==> config.mk <==
export PLATFORM = sky130hd
export DESIGN_NAME = fir_sample_window
export DESIGN_NICKNAME = d
export VERILOG_FILES = /design/src/rtl/fir_pkg.sv /design/src/rtl/fir_sample_window.sv
export SDC_FILE = /design/constraint.sdc
export NUM_CORES = 1
export LEC_CHECK = 0
export ABC_AREA = 1
export CORE_MARGIN = 2
export CORE_UTILIZATION = 43
export CTS_BUF_LIST = sky130_fd_sc_hd__clkbuf_16
export CTS_CLUSTER_DIAMETER = 40
export DETAILED_ROUTE_END_ITERATION = 8
export PLACE_DENSITY = 0.8
export SLEW_MARGIN = 20
export SYNTH_ARGS = -nofsm -noshare
export SYNTH_HDL_FRONTEND = slang
export SYNTH_SLANG_ARGS = --single-unit
==> constraint.sdc <==
create_clock -name clk -period 1.5 [get_ports clk]
set_clock_uncertainty 0.05 [all_clocks]
set_input_delay 0.3 -clock clk [delete_from_list [all_inputs] [get_ports clk]]
set_output_delay 0.3 -clock clk [all_outputs]
set_load 0.005 [all_outputs]
==> src/rtl/fir_pkg.sv <==
// Constants and types shared by the FIR sample window and the FIR core.
// The tap-mask helper selects the delay-line slots that are live for a given tap count.
package fir_pkg;

   localparam int DATA_W   = 16;
   localparam int MAX_TAPS = 15;
   localparam int TAP_W    = 4;
   localparam int WINDOW_W = DATA_W * MAX_TAPS;

   typedef enum logic [1:0] {
      IDLE = 2'd0,
      FILL = 2'd1,
      RUN  = 2'd2
   } win_state_e;

   function automatic logic [WINDOW_W-1:0] tap_mask(input logic [TAP_W-1:0] tap);
      logic [WINDOW_W-1:0] mask;
      mask = '0;
      for (int k = 0; k < MAX_TAPS; k++) begin
         if (k < int'(tap)) begin
            mask[k*DATA_W +: DATA_W] = '1;
         end else begin
            mask[k*DATA_W +: DATA_W] = '0;
         end
      end
      return mask;
   endfunction

endpackage

==> src/rtl/fir_sample_window.sv <==
// Delay line feeding the FIR core: accepts samples over valid/ready and presents
// the newest window_tap samples (slot 0 = newest) with a strobe once the window is full.
module fir_sample_window
   import fir_pkg::*;
(
   input  logic                clk,
   input  logic                rst_n,
   input  logic                cfg_tap_we,
   input  logic [TAP_W-1:0]    cfg_tap,
   input  logic                flush,
   input  logic                s_valid,
   output logic                s_ready,
   input  logic [DATA_W-1:0]   s_data,
   output logic [WINDOW_W-1:0] window_data,
   output logic [TAP_W-1:0]    window_tap,
   output logic                window_valid,
   output logic [TAP_W-1:0]    fill_level
);

   win_state_e          state_r;
   logic [WINDOW_W-1:0] window_r;
   logic [TAP_W-1:0]    tap_r;
   logic [TAP_W-1:0]    fill_r;
   logic                valid_r;

   logic                accept_s;
   logic [TAP_W-1:0]    fill_next_s;
   logic                full_next_s;
   logic [WINDOW_W-1:0] shifted_s;

   // Ready is withheld whenever a config write or flush owns the cycle.
   always_comb begin
      s_ready     = (state_r != IDLE) & ~cfg_tap_we & ~flush;
      accept_s    = s_valid & s_ready;
      if (fill_r == tap_r) begin
         fill_next_s = tap_r;
      end else begin
         fill_next_s = fill_r + 4'd1;
      end
      full_next_s = (fill_next_s == tap_r);
      // Slots at or beyond the tap count are forced to zero so the core sees a clean window.
      shifted_s   = {window_r[WINDOW_W-DATA_W-1:0], s_data} & tap_mask(tap_r);
   end

   // Window FSM, delay line and fill counter with config > flush > accept priority.
   always_ff @(posedge clk or negedge rst_n) begin
      if (!rst_n) begin
         state_r  <= IDLE;
         window_r <= '0;
         tap_r    <= 4'd0;
         fill_r   <= 4'd0;
         valid_r  <= 1'b0;
      end else if (cfg_tap_we) begin
         tap_r    <= cfg_tap;
         window_r <= '0;
         fill_r   <= 4'd0;
         valid_r  <= 1'b0;
         state_r  <= (cfg_tap == 4'd0) ? IDLE : FILL;
      end else if (flush) begin
         window_r <= '0;
         fill_r   <= 4'd0;
         valid_r  <= 1'b0;
         state_r  <= (tap_r == 4'd0) ? IDLE : FILL;
      end else if (accept_s) begin
         window_r <= shifted_s;
         fill_r   <= fill_next_s;
         valid_r  <= full_next_s;
         state_r  <= full_next_s ? RUN : FILL;
      end else begin
         valid_r  <= 1'b0;
         case (state_r)
            IDLE:    state_r <= IDLE;
            FILL:    state_r <= FILL;
            RUN:     state_r <= RUN;
            default: state_r <= IDLE;
         endcase
      end
   end

   assign window_data  = window_r;
   assign window_tap   = tap_r;
   assign fill_level   = fill_r;
   assign window_valid = valid_r;

endmodule

======== Word level (Yosys, flattened, before mapping) ========
Index checks and enable logic that the tools add are counted.
Widths: inputs -> output; s select.
storage, ports and cells
  flip-flop bits (word level) ............. 251
  output and inout bits ................... 250
  word-level logic and storage cells ...... 67
  input bits .............................. 25
operators by class
  add/sub/neg operators ................... 1
  muxes and demuxes ....................... 32
  $lt $le $gt $ge ......................... 15
  equality and inequality tests ........... 4
  bitwise logic cells ..................... 6
  reduce and logical (&&, ||, !) cells .... 4
operator list
  kind                 count
  $mux 240             3
  $and 240x240->240    1
  $mux 16              15
  $lt 4x4->1 const A   7
  $lt 3x4->1 const A   4
  $mux 4               4
  $eq 4x4->1           2
  $logic_not 4->1      2
  $lt 1x4->1 const A   2
  $lt 2x4->1 const A   2
  $mux 2               4
  $mux 1               5
  $add 4x1->4 const B  1
  $pmux 2 s2           1
  $and 1x1->1          3
  $reduce_bool 3->1    1
  $eq 2x1->1 const B   1
  $eq 2x2->1 const B   1
  $not 1->1            2
  $reduce_bool 2->1    1

======== Logic depth before layout (Yosys ltp) ========
  depth after elaboration ................. 7
  depth in mapped cells ................... 13

======== Worst setup path before layout ========
Ideal clock, no wire load.
  kind .................................... in2reg
  from .................................... in cfg_tap_we
  to ...................................... reg fill_r[1], in the netlist fill_level[1]
  stages on the path ...................... 10
  setup time .............................. 0.140 ns
  required time ........................... 1.310 ns
  data arrival time ....................... 1.419 ns
  path buffers ............................ 4
  slack ................................... -0.110 ns
  cell sequence ........................... buf_4 > inv_4 > nand2_4 > a21oi_4 > nand2_4 > nand2_1 > buf_4 > buf_6 > buf_4 > o22ai_1
on the way
  cells in the longest elaborated chain, start to end .. 5
RTL lines
  item                         line                     source
  from (decl)                  fir_sample_window.sv:8   input logic cfg_tap_we,
  $not 1->1                    fir_sample_window.sv:33  s_ready = (state_r != IDLE) & ~cfg_tap_we & ~flush;
  $and 1x1->1 (2 in a row)     fir_sample_window.sv:33
  named net s_ready            fir_sample_window.sv:12  output logic s_ready,
  $and 1x1->1                  fir_sample_window.sv:34  accept_s = s_valid & s_ready;
  $reduce_bool 3->1 (no line)  --
  to (signal assigned)         fir_sample_window.sv:66  fill_r <= fill_next_s;
  to (decl)                    fir_sample_window.sv:23  logic [TAP_W-1:0] fill_r;
The timed path passes the listed nets, and every way through them passes these cells.
A chain may end at the register's enable or synchronous reset.

======== Final worst setup path ========
  from .................................... reg fill_r[0], in the netlist fill_level[0]
  to ...................................... reg state_r[0]
on the way
  cells in the longest elaborated chain, start to end .. 7
RTL lines
  item                                       line                                              source
  $add 4x1->4 or $eq 4x4->1 (tied branches)  fir_sample_window.sv:38, fir_sample_window.sv:35
  $mux 4 (*)                                 fir_sample_window.sv:35                           if (fill_r == tap_r) begin
  $eq 4x4->1 (*)                             fir_sample_window.sv:40                           full_next_s = (fill_next_s == tap_r);
  $mux 2 (*)                                 fir_sample_window.sv:68                           state_r <= full_next_s ? RUN : FILL;
  $mux 2 (*)                                 fir_sample_window.sv:64                           end else if (accept_s) begin
  $mux 2 (*)                                 fir_sample_window.sv:59                           end else if (flush) begin
  $mux 2 (*)                                 fir_sample_window.sv:53                           end else if (cfg_tap_we) begin
  to (signal assigned)                       fir_sample_window.sv:58                           state_r <= (cfg_tap == 4'd0) ? IDLE : FILL;
  to (signal assigned)                       fir_sample_window.sv:63                           state_r <= (tap_r == 4'd0) ? IDLE : FILL;
  to (signal assigned)                       fir_sample_window.sv:68
  to (decl)                                  fir_sample_window.sv:20                           win_state_e state_r;
Every way passes the cells marked *; elsewhere a longest branch is shown, timed or not.

==> flow_metrics.tcl <==
set metrics [dict create \
    status "finished, violations left" \
    violations "setup timing" \
    ys_seq_area_share_pct 65.4 \
    synthMuxAreaShare_pct 0 \
    synth-seq-cells 251 \
    crit_arrival_ps 2320 \
    hpwl_mm 21.1 \
    drtIter0Drc 801 \
    tightest_slew_ps 864 \
    cts_root_buffer "clkbuf_16" \
    avgSynthCellArea_um2 10.6 \
    dieArea_um2 23600 \
    synthTopCellsByArea "dfrtp_1, o22ai_1, inv_1, o21ai_0, nand3_1" \
    maxSlewHeadroom_pct 42.4 \
    fin_ws_ps -487 \
    p_int_mw 12.6 \
    finalHoldViolations 0 \
    yosys-top-cells-count "dfrtp_1, inv_1, o22ai_1, nand2_1, o21ai_0" \
    grt_pass1_vias 9856 \
    synth_warnings 0 \
    worst-endpoint-required_ps 1830 \
    yosys_most_used_dff "dfrtp_1" \
    die_w_um 153 \
    cts_tree "built" \
    drt_wl_total_mm 46.4 \
    setup_viol 265 \
    grt_setup_unrepaired "yes" \
    wl_per_cell_um 27.2 \
    core_region_area_um2 21900 \
    htree_levels 2 \
    track_usage_pct 30.3 \
    fin_crit_ps 1990 \
    nFillCells 1016 \
    postSynthCellCount 907 \
    fin_nets 1429 \
    fp-row-count 54 \
    cpMostUsedCell "nand2_1" \
    critPathLaunchType "flip-flop" \
    drv_slew 0 \
    synth_top_area_share_pct 65.4 \
    initial_utilization_pct 43.9 \
    cts_made_buffers 34 \
    period_share_pct 132 \
    synthSimpleGateAreaFrac_pct 4.58 \
    gp_congestion 0.842 \
    switching_share_pct 25.6 \
    io_buffers 274 \
    n_antenna_cell 0 \
    powerDensity_nw_per_um2 936 \
    vdd_ir_drop_max_mv 1.03 \
    hold_path_class "input pin to asynchronous set/reset pin" \
    multiInputGateArea_um2 3980 \
    leakage_nw 7.68 \
    ioPinCount 275 \
    ys_types 29 \
    die_height_um 153 \
    p_comb_share_pct 11.0 \
    holdWs_ps 277 \
    synth_top_area_cell "dfrtp_1" \
    dr.pass1.iters 5 \
    viasPerCell 5.85 \
    synth_edf_count 0 \
    synth_most_common_cell "dfrtp_1" \
    final_antenna_net_count 0 \
    dp_slack_ps -579 \
    via_count 9989 \
    grt_antenna_before_repair 0 \
    endpoint_kind "flip-flop" \
    pwr-share-clk_pct 48.7 \
    area_growth_pct 88.8 \
    syn_nets 933 \
    cp_max_fo 3 \
    clockBufferDepth 3 \
    critPathMaxStageDelay_ps 440 \
    seq_area_um2 6290 \
    crit_type "flip-flop to flip-flop" \
    slowest_stage "dfrtp_2" \
    synth-compound-area-share_pct 17.4 \
    grt_start_max_net_pins 48 \
    synth_top_family_by_area "compound AO/OA/AOI/OAI gates" \
    crit_chain "buf_6 -> ha_4 -> inv_1 -> nand2_1 -> nand2_1 -> nor2_1 -> nor2_1 -> nand2_1 -> nand2_1 -> nand4_1 -> nand2_1 -> nand2_1 -> nand2_1 -> nand2_1" \
    worst-path-buf-inv 2 \
    cts_sinks 251 \
    clk_latency_ps 500 \
    async_flop_share_pct 100 \
    pwr-share-seq_pct 40.3 \
    synth-xor-area-share_pct 0 \
    drv_cap 0 \
    overflow 0 \
    final_layout_size_suffix_gt1_share_pct 43.0 \
    fmax_ghz 0.503 \
    grt_first_pass_wirelength_mm 55.5 \
    synth_fa_ha_area_share_pct 0.130 \
    cpLargestDelayFamily "simple AND/OR/NAND/NOR gates" \
    cts.clk_slew.worst_paths_ps 60 \
    p_sw_mw 4.35 \
    drcViolationCount 0 \
    synth.cell_area_um2 9610 \
]
repair_timing:
| item | in CTS | in global routing |
|---|---|---|
| endpoints found under the setup margin | 392 | 348 |
| pin swaps | 8 | 23 |
| resized for setup | 643 | 403 |
| gates cloned | 22 | 16 |
| hold endpoints to repair | 36 | 0 |
| hold buffers | 1 | 0 |
| setup buffers | 86 | 55 |
power by group through the flow:
| stage | sequential [mW] | clock (mW) | combinational, mW |
|---|---|---|---|
| 6_report | 6.84 | 8.26 | 1.87 |
| 2_1_floorplan | 6.96 | 0 | 0.363 |
| 4_1_cts | 6.84 | 8.11 | 1.32 |
| 5_1_grt | 6.84 | 8.59 | 1.93 |
| 3_5_place_dp | 6.96 | 0 | 0.895 |
| 3_3_place_gp | 6.96 | 0 | 0.881 |
worst reg2reg max path, cell delays in order, from the launching register on:
cell and delay (ps):
dfrtp_2 440, buf_6 140, ha_4 150, inv_1 60
nand2_1 60, nand2_1 90, nor2_1 60, nor2_1 140
nand2_1 80, nand2_1 70, nand4_1 180, nand2_1 120
nand2_1 70, nand2_1 90, nand2_1 60
cells by family after synthesis:
family | after synthesis
AOI/OAI and AO/OA | 266
adders and majority gates | 1
buffers and inverters | 294
DFF | 251
and+or+nand+nor | 95
sequential cells by signal (all words and copies together), names as in the netlist:
name / flops
window_tap: 4
fill_level: 4
window_valid: 1
state_r: 2
window_data: 240
worst paths after layout:
path                       slack, ps  depth (start not counted)             start          endpoint
setup / recovery                -490                         14     fill_level[0]        state_r[0]
hold / removal                   280                          2             rst_n  window_data[177]
setup reg to reg                -490                         14     fill_level[0]        state_r[0]
hold reg to reg                  500                          2  window_data[232]  window_data[232]
max in group asynchronous        480                          3             rst_n  window_data[154]
min in group clk                 320                          3         s_data[5]    window_data[5]
per-layer routing:
metal	wire length [µm]	GRT usage, %	share of wire (%)	up-vias
met1	15700	34.0	34	5010
li1	-	-	-	4045
met2	23500	54.2	51	696
met3	3910	9.30	8.4	238
met5	0	0	0	-
met4	3290	11.4	7.1	0
placed cells by master, fill, tap and decap left out, types with 5 or more instances in the layout:
cell type	instances
inv_2	8
nand3_1	20
o22ai_1	47
buf_8	15
dlygate4sd2_1	6
nand2_1	23
clkdlybuf4s50_1	23
buf_4	114
o22ai_4	31
o22ai_2	128
buf_16	10
o21ai_0	7
buf_6	44
clkbuf_16	51
o21ai_2	24
inv_1	235
buf_12	37
clkbuf_2	38
clkinvlp_4	5
nor2_4	8
dfrtp_1	247
o21ai_4	8
buf_2	12
nand3_2	14
clkdlybuf4s15_1	188
nand2_2	12
o21ai_1	6
nand2_8	9
cell type report:
type | count | area share, %
repair inverters | 1 | 0.0897
multi-input cells | 365 | 21.9
repair buffers | 505 | 29.9
flip-flops and latches | 251 | 34.7
clock inverters | 25 | 1.40
clock buffers | 35 | 4.83
inverters | 245 | 5.23
well taps | 280 | 1.93
metrics by stage:
step | util [%] | power, mW | cell area (µm²) | setup TNS [ps] | cells
final | 82.9 | 17.0 | 18100 | -62820 | 1707
after global routing | 82.9 | 17.4 | 18100 | -72450 | 1707
after CTS | 73.6 | 16.3 | 16100 | -21600 | 1652
after detailed placement | 60.4 | 7.86 | 13200 | -119760 | 1486
after global placement | 60.4 | 7.84 | 13200 | -105730 | 1486
after floorplan | - | 7.33 | 9690 | -2960 | 907
Note: power is estimated with default switching activity, not from simulation.
